File: config.mk
export PLATFORM = sky130hd
export DESIGN_NAME = seq_mult_param_flat
export DESIGN_NICKNAME = d
export VERILOG_FILES = /design/src/rtl/seq_mult_param_if.sv /design/src/rtl/seq_mult_param.sv /design/src/flat_wrapper.sv
export SDC_FILE = /design/constraint.sdc
export NUM_CORES = 1
export LEC_CHECK = 0
export CORE_MARGIN = 4
export CORE_UTILIZATION = 59
export DETAILED_ROUTE_END_ITERATION = 16
export DONT_BUFFER_PORTS = 1
export PLACE_DENSITY = 0.78
export SLEW_MARGIN = 25
export SYNTH_ARGS = -nofsm -noshare
export SYNTH_HDL_FRONTEND = slang
export SYNTH_SLANG_ARGS = --single-unit
File: constraint.sdc
create_clock -name Clock -period 5.2 [get_ports Clock]
set_input_delay 0.78 -clock Clock [delete_from_list [all_inputs] [get_ports Clock]]
set_output_delay 0.78 -clock Clock [all_outputs]
set_load 0.01 [all_outputs]
File: src/rtl/seq_mult_param_if.sv
// Handshake and data bus for seq_mult_param.
// Ports (slave view): iStart, iSigned, iData_A, iData_B in;
//                     oReady, oDone, oResult out.
interface seq_mult_param_if #(
  parameter int unsigned WIDTH = 16
);
  logic               iStart;
  logic               iSigned;
  logic [WIDTH-1:0]   iData_A;
  logic [WIDTH-1:0]   iData_B;
  logic               oReady;
  logic               oDone;
  logic [2*WIDTH-1:0] oResult;

  modport master (
    output iStart, iSigned, iData_A, iData_B,
    input  oReady, oDone, oResult
  );

  modport slave (
    input  iStart, iSigned, iData_A, iData_B,
    output oReady, oDone, oResult
  );
endinterface

File: src/rtl/seq_mult_param.sv
// Iterative shift-and-add multiplier, WIDTH x WIDTH -> 2*WIDTH, with
// per-operation signed/unsigned mode. One product every WIDTH+2 cycles.
// Ports: Clock, Reset (async active-low), bus (seq_mult_param_if.slave):
//   iStart/iSigned/iData_A/iData_B in, oReady/oDone/oResult out (registered).
module seq_mult_param #(
  parameter int unsigned WIDTH = 16
) (
  input  logic            Clock,
  input  logic            Reset,
  seq_mult_param_if.slave bus
);

  localparam int unsigned ProdW = 2 * WIDTH;
  localparam int unsigned CntW  = $clog2(WIDTH);

  localparam logic [1:0] StIdle = 2'd0;
  localparam logic [1:0] StBusy = 2'd1;
  localparam logic [1:0] StDone = 2'd2;

  logic [1:0]       state,  stateNext;
  logic [WIDTH-1:0] magA,   magANext;
  logic [WIDTH-1:0] magB,   magBNext;
  logic             neg,    negNext;
  logic [ProdW-1:0] acc,    accNext;
  logic [CntW-1:0]  cnt,    cntNext;
  logic [ProdW-1:0] result, resultNext;
  logic             ready,  readyNext;
  logic             done,   doneNext;

  logic [ProdW-1:0] partial;
  logic [ProdW-1:0] accSum;
  logic             lastIter;

  // Current iteration's accumulator value; also the final product magnitude.
  assign partial  = ProdW'(magA) << cnt;
  assign accSum   = magB[cnt] ? (acc + partial) : acc;
  // Compare against WIDTH-1 so the counter never has to hold WIDTH.
  assign lastIter = (cnt == CntW'(WIDTH - 1));

  // Next-state and datapath update.
  always_comb begin
    stateNext  = state;
    magANext   = magA;
    magBNext   = magB;
    negNext    = neg;
    accNext    = acc;
    cntNext    = cnt;
    resultNext = result;

    case (state)
      StIdle: begin
        if (bus.iStart) begin
          // -(most-negative) wraps to 2^(WIDTH-1), which is the correct magnitude.
          magANext  = (bus.iSigned && bus.iData_A[WIDTH-1]) ? -bus.iData_A : bus.iData_A;
          magBNext  = (bus.iSigned && bus.iData_B[WIDTH-1]) ? -bus.iData_B : bus.iData_B;
          negNext   = bus.iSigned & (bus.iData_A[WIDTH-1] ^ bus.iData_B[WIDTH-1]);
          accNext   = '0;
          cntNext   = '0;
          stateNext = StBusy;
        end
      end
      StBusy: begin
        accNext = accSum;
        cntNext = cnt + CntW'(1);
        if (lastIter) begin
          resultNext = neg ? -accSum : accSum;
          stateNext  = StDone;
        end
      end
      StDone: begin
        stateNext = StIdle;
      end
      default: begin
        stateNext = StIdle;
      end
    endcase

    readyNext = (stateNext == StIdle);
    doneNext  = (stateNext == StDone);
  end

  // State and output registers.
  always_ff @(posedge Clock or negedge Reset) begin
    if (!Reset) begin
      state  <= StIdle;
      magA   <= '0;
      magB   <= '0;
      neg    <= 1'b0;
      acc    <= '0;
      cnt    <= '0;
      result <= '0;
      ready  <= 1'b1;
      done   <= 1'b0;
    end else begin
      state  <= stateNext;
      magA   <= magANext;
      magB   <= magBNext;
      neg    <= negNext;
      acc    <= accNext;
      cnt    <= cntNext;
      result <= resultNext;
      ready  <= readyNext;
      done   <= doneNext;
    end
  end

  assign bus.oReady  = ready;
  assign bus.oDone   = done;
  assign bus.oResult = result;

endmodule
File: src/flat_wrapper.sv
// flat-port wrapper written by rule: the top's interface ports become plain ports
module seq_mult_param_flat 
#(
  parameter int unsigned WIDTH = 16
)
  (Clock, Reset, bus_iStart, bus_iSigned, bus_iData_A, bus_iData_B, bus_oReady, bus_oDone, bus_oResult);
  seq_mult_param_if #(.WIDTH(WIDTH)) bus_i ();
  input  logic Clock;
  input  logic Reset;
  input wire logic [$bits(bus_i.iStart)-1:0] bus_iStart;
  input wire logic [$bits(bus_i.iSigned)-1:0] bus_iSigned;
  input wire logic [$bits(bus_i.iData_A)-1:0] bus_iData_A;
  input wire logic [$bits(bus_i.iData_B)-1:0] bus_iData_B;
  output wire logic [$bits(bus_i.oReady)-1:0] bus_oReady;
  output wire logic [$bits(bus_i.oDone)-1:0] bus_oDone;
  output wire logic [$bits(bus_i.oResult)-1:0] bus_oResult;
  assign bus_i.iStart = bus_iStart;
  assign bus_i.iSigned = bus_iSigned;
  assign bus_i.iData_A = bus_iData_A;
  assign bus_i.iData_B = bus_iData_B;
  assign bus_oReady = bus_i.oReady;
  assign bus_oDone = bus_i.oDone;
  assign bus_oResult = bus_i.oResult;
  seq_mult_param #(.WIDTH(WIDTH)) u_core (.Clock(Clock), .Reset(Reset), .bus(bus_i));
endmodule
---- Word level (Yosys, flattened, before mapping) ----
Cells that the tools add are included.
cells by class
  $add $sub $neg .......................... 5
  order comparisons ....................... 1
  bitwise logic cells ..................... 2
  muxes and demuxes ....................... 13
  equality and inequality tests ........... 4
  reductions and logical operators ........ 8
  shifts and indexed selects .............. 1
operators with widths
  cell                 count
  $mux 32              3
  $pmux 32 s2          1
  $add 32x32->32       1
  $mux 16              2
  $neg 16->16          2
  $neg 32->32          1
  $shl 16x4->32        1
  $pmux 4 s2           1
  $reduce_and 2->1     3
  $lt 4x5->1 const B   1
  $add 4x1->4 const B  1
  $bmux 1 s4           1
  $eq 4x4->1 const B   1
  $logic_not 2->1      2
  $mux 2               2
  $mux 4               1
  $pmux 2 s2           1
  $eq 2x1->1 const B   1
  $eq 2x2->1 const B   1
  $logic_and 1x1->1    2
  $ne 2x2->1 const B   1
  $reduce_bool 2->1    1
  $and 1x1->1          1
  $mux 1               1
  $xor 1x1->1          1
word-level totals
  output and inout port bits .............. 34
  register bits ........................... 105
  input bits .............................. 36
  word-level logic and storage cells ...... 43

---- Logic depth before layout (Yosys ltp) ----
  depth in word-level cells ............... 5
  mapped depth ............................ 21
  mapped depth without buffers ............ 19

---- Worst setup path before layout ----
No wires, ideal clock.
  path type ............................... register to register
  start point ............................. register u_core.cnt[1]
  end point ............................... register u_core.result[31], in the netlist u_core.bus.oResult[31]
  data required time ...................... 5.069 ns
  slack ................................... 0.319 ns
  data arrival time ....................... 4.749 ns
  cell stages (with the launch flop) ...... 19
  period minus slack after synthesis ...... 4.881 ns
  library setup time ...................... 0.131 ns
  buffers on the path ..................... 3
  cell sequence ........................... dfrtp_1 > clkbuf_1 > buf_1 > clkbuf_1 > mux4_2 > mux2i_1 > o22ai_1 > ha_1 > a21o_1 > a21o_1 > or2_2 > o211ai_1 > a2111oi_0 > or4b_4 > nor3_2 > nand3_2 > o41ai_2 > xnor2_1 > o21ai_1
on the way
  longest elaborated chain between the ends .. 5
  elaborated cells between the ends (all ways) .. 9
  classes of those cells .................. add/sub: 2; eq/ne: 1; shift: 1; mux: 4; reduce/logical: 1
RTL lines
  element                                             RTL line                                    source
  start: declaration                                  seq_mult_param.sv:25                        logic [CntW-1:0] cnt, cntNext;
  start signal: assignment                            seq_mult_param.sv:100                       cnt <= cntNext;
  $shl 16x4->32 / $bmux 1 s4 (equally long branches)  seq_mult_param.sv:35, seq_mult_param.sv:36
  $add 32x32->32 / $mux 1 (equally long branches)     seq_mult_param.sv:36                        assign accSum = magB[cnt] ? (acc + partial) : acc;
  $mux 32                                             seq_mult_param.sv:36
  $neg 32->32                                         seq_mult_param.sv:66                        resultNext = neg ? -accSum : accSum;
  $mux 32                                             seq_mult_param.sv:66
  end signal: assignment                              seq_mult_param.sv:101                       result <= resultNext;
  end: declaration                                    seq_mult_param.sv:26                        logic [ProdW-1:0] result, resultNext;
Several ways; a longest one is shown, not always the timed one. The select of a mux whose other input is x is not followed.
A chain may end at the register's enable or synchronous reset.

---- Worst setup path in the final report ----
  start point ............................. register u_core.cnt[0]
  end point ............................... register u_core.result[31], in the netlist u_core.bus.oResult[31]
The elaborated chain is that of the path after synthesis.

==> impl_metrics.json <==
{
  "outcome": "finished clean",
  "synth_seq_area_share": 0.311,
  "first_global_vias": 7521,
  "synth_seq_cells": 105,
  "hold_class": "primary input to async pin",
  "met1Wirelength_um": 9470,
  "slew_headroom": 0.572,
  "critical_path.cell_chain": "buf_4 -> mux4_1 -> mux2i_1 -> mux2i_1 -> ha_1 -> a21oi_1 -> nand2_1 -> a21oi_1 -> o21a_1 -> a2111oi_0 -> or4b_4 -> nor3_2 -> nand3_2 -> o41ai_2 -> xnor2_1 -> o21ai_1",
  "synth_largest_area_cell": "dfrtp_1",
  "ys_types": 77,
  "end_kind": "register",
  "syn_inst": 1033,
  "critPathKind": "register to register",
  "gp_congestion": 1.02,
  "yosysTopAreaCellShare": 0.308,
  "first_pass_iters": 5,
  "fmaxAchievable_mhz": 207,
  "syn-num-nets": 1105,
  "hold_viol": 0,
  "fp.dieW_um": 128,
  "fin_crit_sh": 0.930,
  "worstMarginPinSlew_ns": 0.635,
  "ff_latch_area_sq_um": 2630,
  "multi_input_comb_area_sq_um": 5530,
  "dr_wl_met3_um": 1320,
  "reg2reg_depth": 16,
  "cpPeakStageDelay_ns": 0.61,
  "grt_pass1_wl_um": 37600,
  "critPathMaxFanout": 7,
  "nets": 1087,
  "path_depth": 16,
  "synth.avg_cell_area_sq_um": 8.19,
  "synth-main-ff-cell": "dfrtp_1",
  "area.growth.synth_to_final_pct": 6.63,
  "cts_root_buffer": "clkbuf_16",
  "ys_warn_count": 0,
  "drive_gt1_frac": 0.0931,
  "detail-route-antenna-nets": 0,
  "start_util": 0.607,
  "dieArea_sq_um": 16300,
  "htree_levels": 3,
  "worst_slack_ns": 0.362,
  "cts_tree": "built",
  "routed_via_density": 6.35,
  "routed.top_layer": "met4",
  "dp_hpwl_um": 17200,
  "n_antenna_cell": 0,
  "routed-via-count": 7620,
  "die_h_um": 128,
  "clock_skew_ns": 0.00883,
  "overflow": 0,
  "grt_start_max_net_pins": 106,
  "synth_edf_count": 0,
  "cap_violations": 0,
  "crit_family": "compound AO/OA/AOI/OAI gates",
  "crit_buf_inv": 1,
  "tns_ns": 0,
  "synthArstFlopShare": 1.00,
  "start_kind": "register",
  "synth_area_leaders": "dfrtp_1, nand2_1, o21ai_0",
  "syn_area_sq_um": 8460,
  "drv_slew": 0,
  "cts_buffers": 9,
  "clk_latency_ns": 0.37,
  "first_iter_violations": 661,
  "drc_errors": 0,
  "pre_cts_ws_ns": 0.228,
  "cp_slowest_cell": "mux4_1",
  "clk_pin_slew_ns": 0.08,
  "wirelength_um": 22900,
  "clk_path_buf_depth": 2,
  "setup_violations": 0,
  "wl_met2_um": 11100,
  "core_area_sq_um": 13900,
  "routedWlPerCell_um": 19.1,
  "synthTopCellsByCount": "nand2_1, o21ai_0, dfrtp_1",
  "crit_required_ns": 5.43,
  "period_minus_slack_ns": 4.84,
  "crit_arrival_ns": 5.07,
  "num-fill-cells": 1230,
  "row_count": 43,
  "num_io_pins": 70,
  "cts.sinks": 105,
  "yosysMostFrequentCell": "nand2_1",
  "port_buffers": 0,
  "grt_usage": 0.284,
  "antenna_found_initial": 0
}
timing repair:
action                                  in CTS  in global routing
setup buffers                                0                  5
gates resized for setup                      0                 10
hold buffers                                 0                  0
endpoints found under the setup margin       0                 14
cell type report:
cell class,count,area share
multi-input combinational,845,0.613
sequential,105,0.292
clock buffer,10,0.0265
timing repair buffer,30,0.0254
tap,180,0.0250
inverter,24,0.0104
clock inverter,6,0.00777
flip-flops by register name, indices dropped and copies added (netlist names):
register and cells:
u_core.acc 32, u_core.bus.oDone 1, u_core.bus.oReady 1, u_core.state 2
u_core.bus.oResult 32, u_core.cnt 4, u_core.magA 16, u_core.neg 1
u_core.magB 16
metal layers:
layer | vias up | GRT usage
li1 | 3711 | -
met1 | 3550 | 0.361
met2 | 288 | 0.478
met3 | 71 | 0.0467
met4 | 0 | 0.125
met5 | - | 0
logic make-up (layout without fill, tap and decap cells):
kind of cell	after synthesis	in the layout	share of synthesized area
mux	45	45	0.0720
flops	105	105	0.311
xor+xnor	71	71	0.0735
compound gates	324	324	0.243
buf+inv	83	70	0.0391
simple gates	369	369	0.207
fa+ha+maj	36	36	0.0541
worst register-to-register path, delay by kind of cell, from the launching register on:
family,cells,cell delay [ns]
compound gates,6,1.45
buf+inv,1,0.16
flops,1,0.39
fa+ha+maj,1,0.41
simple gates,4,1.11
mux,3,1.03
xor+xnor,1,0.16
path summary, 6_finish.rpt:
| kind | start | endpoint | slack [ns] |
|---|---|---|---|
| setup / recovery | u_core.cnt[0]$_DFFE_PN0P_ | u_core.bus.oResult[31]$_DFFE_PN0P_ | 0.36 |
| max in group asynchronous | Reset | u_core.bus.oReady$_DFF_PN1_ | 4.91 |
| setup reg to reg | u_core.cnt[0]$_DFFE_PN0P_ | u_core.bus.oResult[31]$_DFFE_PN0P_ | 0.36 |
| min in group Clock | u_core.magB[13]$_DFFE_PN0P_ | u_core.magB[13]$_DFFE_PN0P_ | 0.48 |
| hold / removal | Reset | u_core.bus.oResult[28]$_DFFE_PN0P_ | 0.1 |
| hold reg to reg | u_core.magB[13]$_DFFE_PN0P_ | u_core.magB[13]$_DFFE_PN0P_ | 0.48 |
stage by stage:
step	cells	hold WS, ns	instance area [sq um]	util
finish	1200	0.0994	9020	0.647
global route	1200	0.0854	9020	0.647
CTS	1195	0.0960	8950	0.642
detailed placement	1179	0.472	8640	0.620
global placement	1179	0.453	8640	0.620
floorplan	1033	0.438	8460	-
cells in the final DEF, fill, tap and decap left out, types with 7 or more instances in the layout:
| cell | n |
|---|---|
| mux2i_1 | 26 |
| and2_1 | 12 |
| nand2_1 | 170 |
| xnor2_1 | 43 |
| nand2b_1 | 8 |
| dfrtp_1 | 101 |
| buf_4 | 29 |
| a31oi_1 | 13 |
| o21ai_1 | 16 |
| a21o_1 | 8 |
| nand3_1 | 24 |
| nor2_1 | 69 |
| o31ai_1 | 9 |
| a22o_1 | 12 |
| inv_1 | 23 |
| nand4_1 | 14 |
| a21oi_1 | 67 |
| nor3_1 | 15 |
| ha_1 | 33 |
| mux2_2 | 9 |
| a211oi_1 | 9 |
| nor2b_1 | 11 |
| o21ai_0 | 125 |
| o211ai_1 | 7 |
| clkbuf_16 | 9 |
| xor2_1 | 28 |
Power is left out: the tool's default activity adds up to more than one toggle a clock period on the data nets, which glitch-free logic cannot reach.
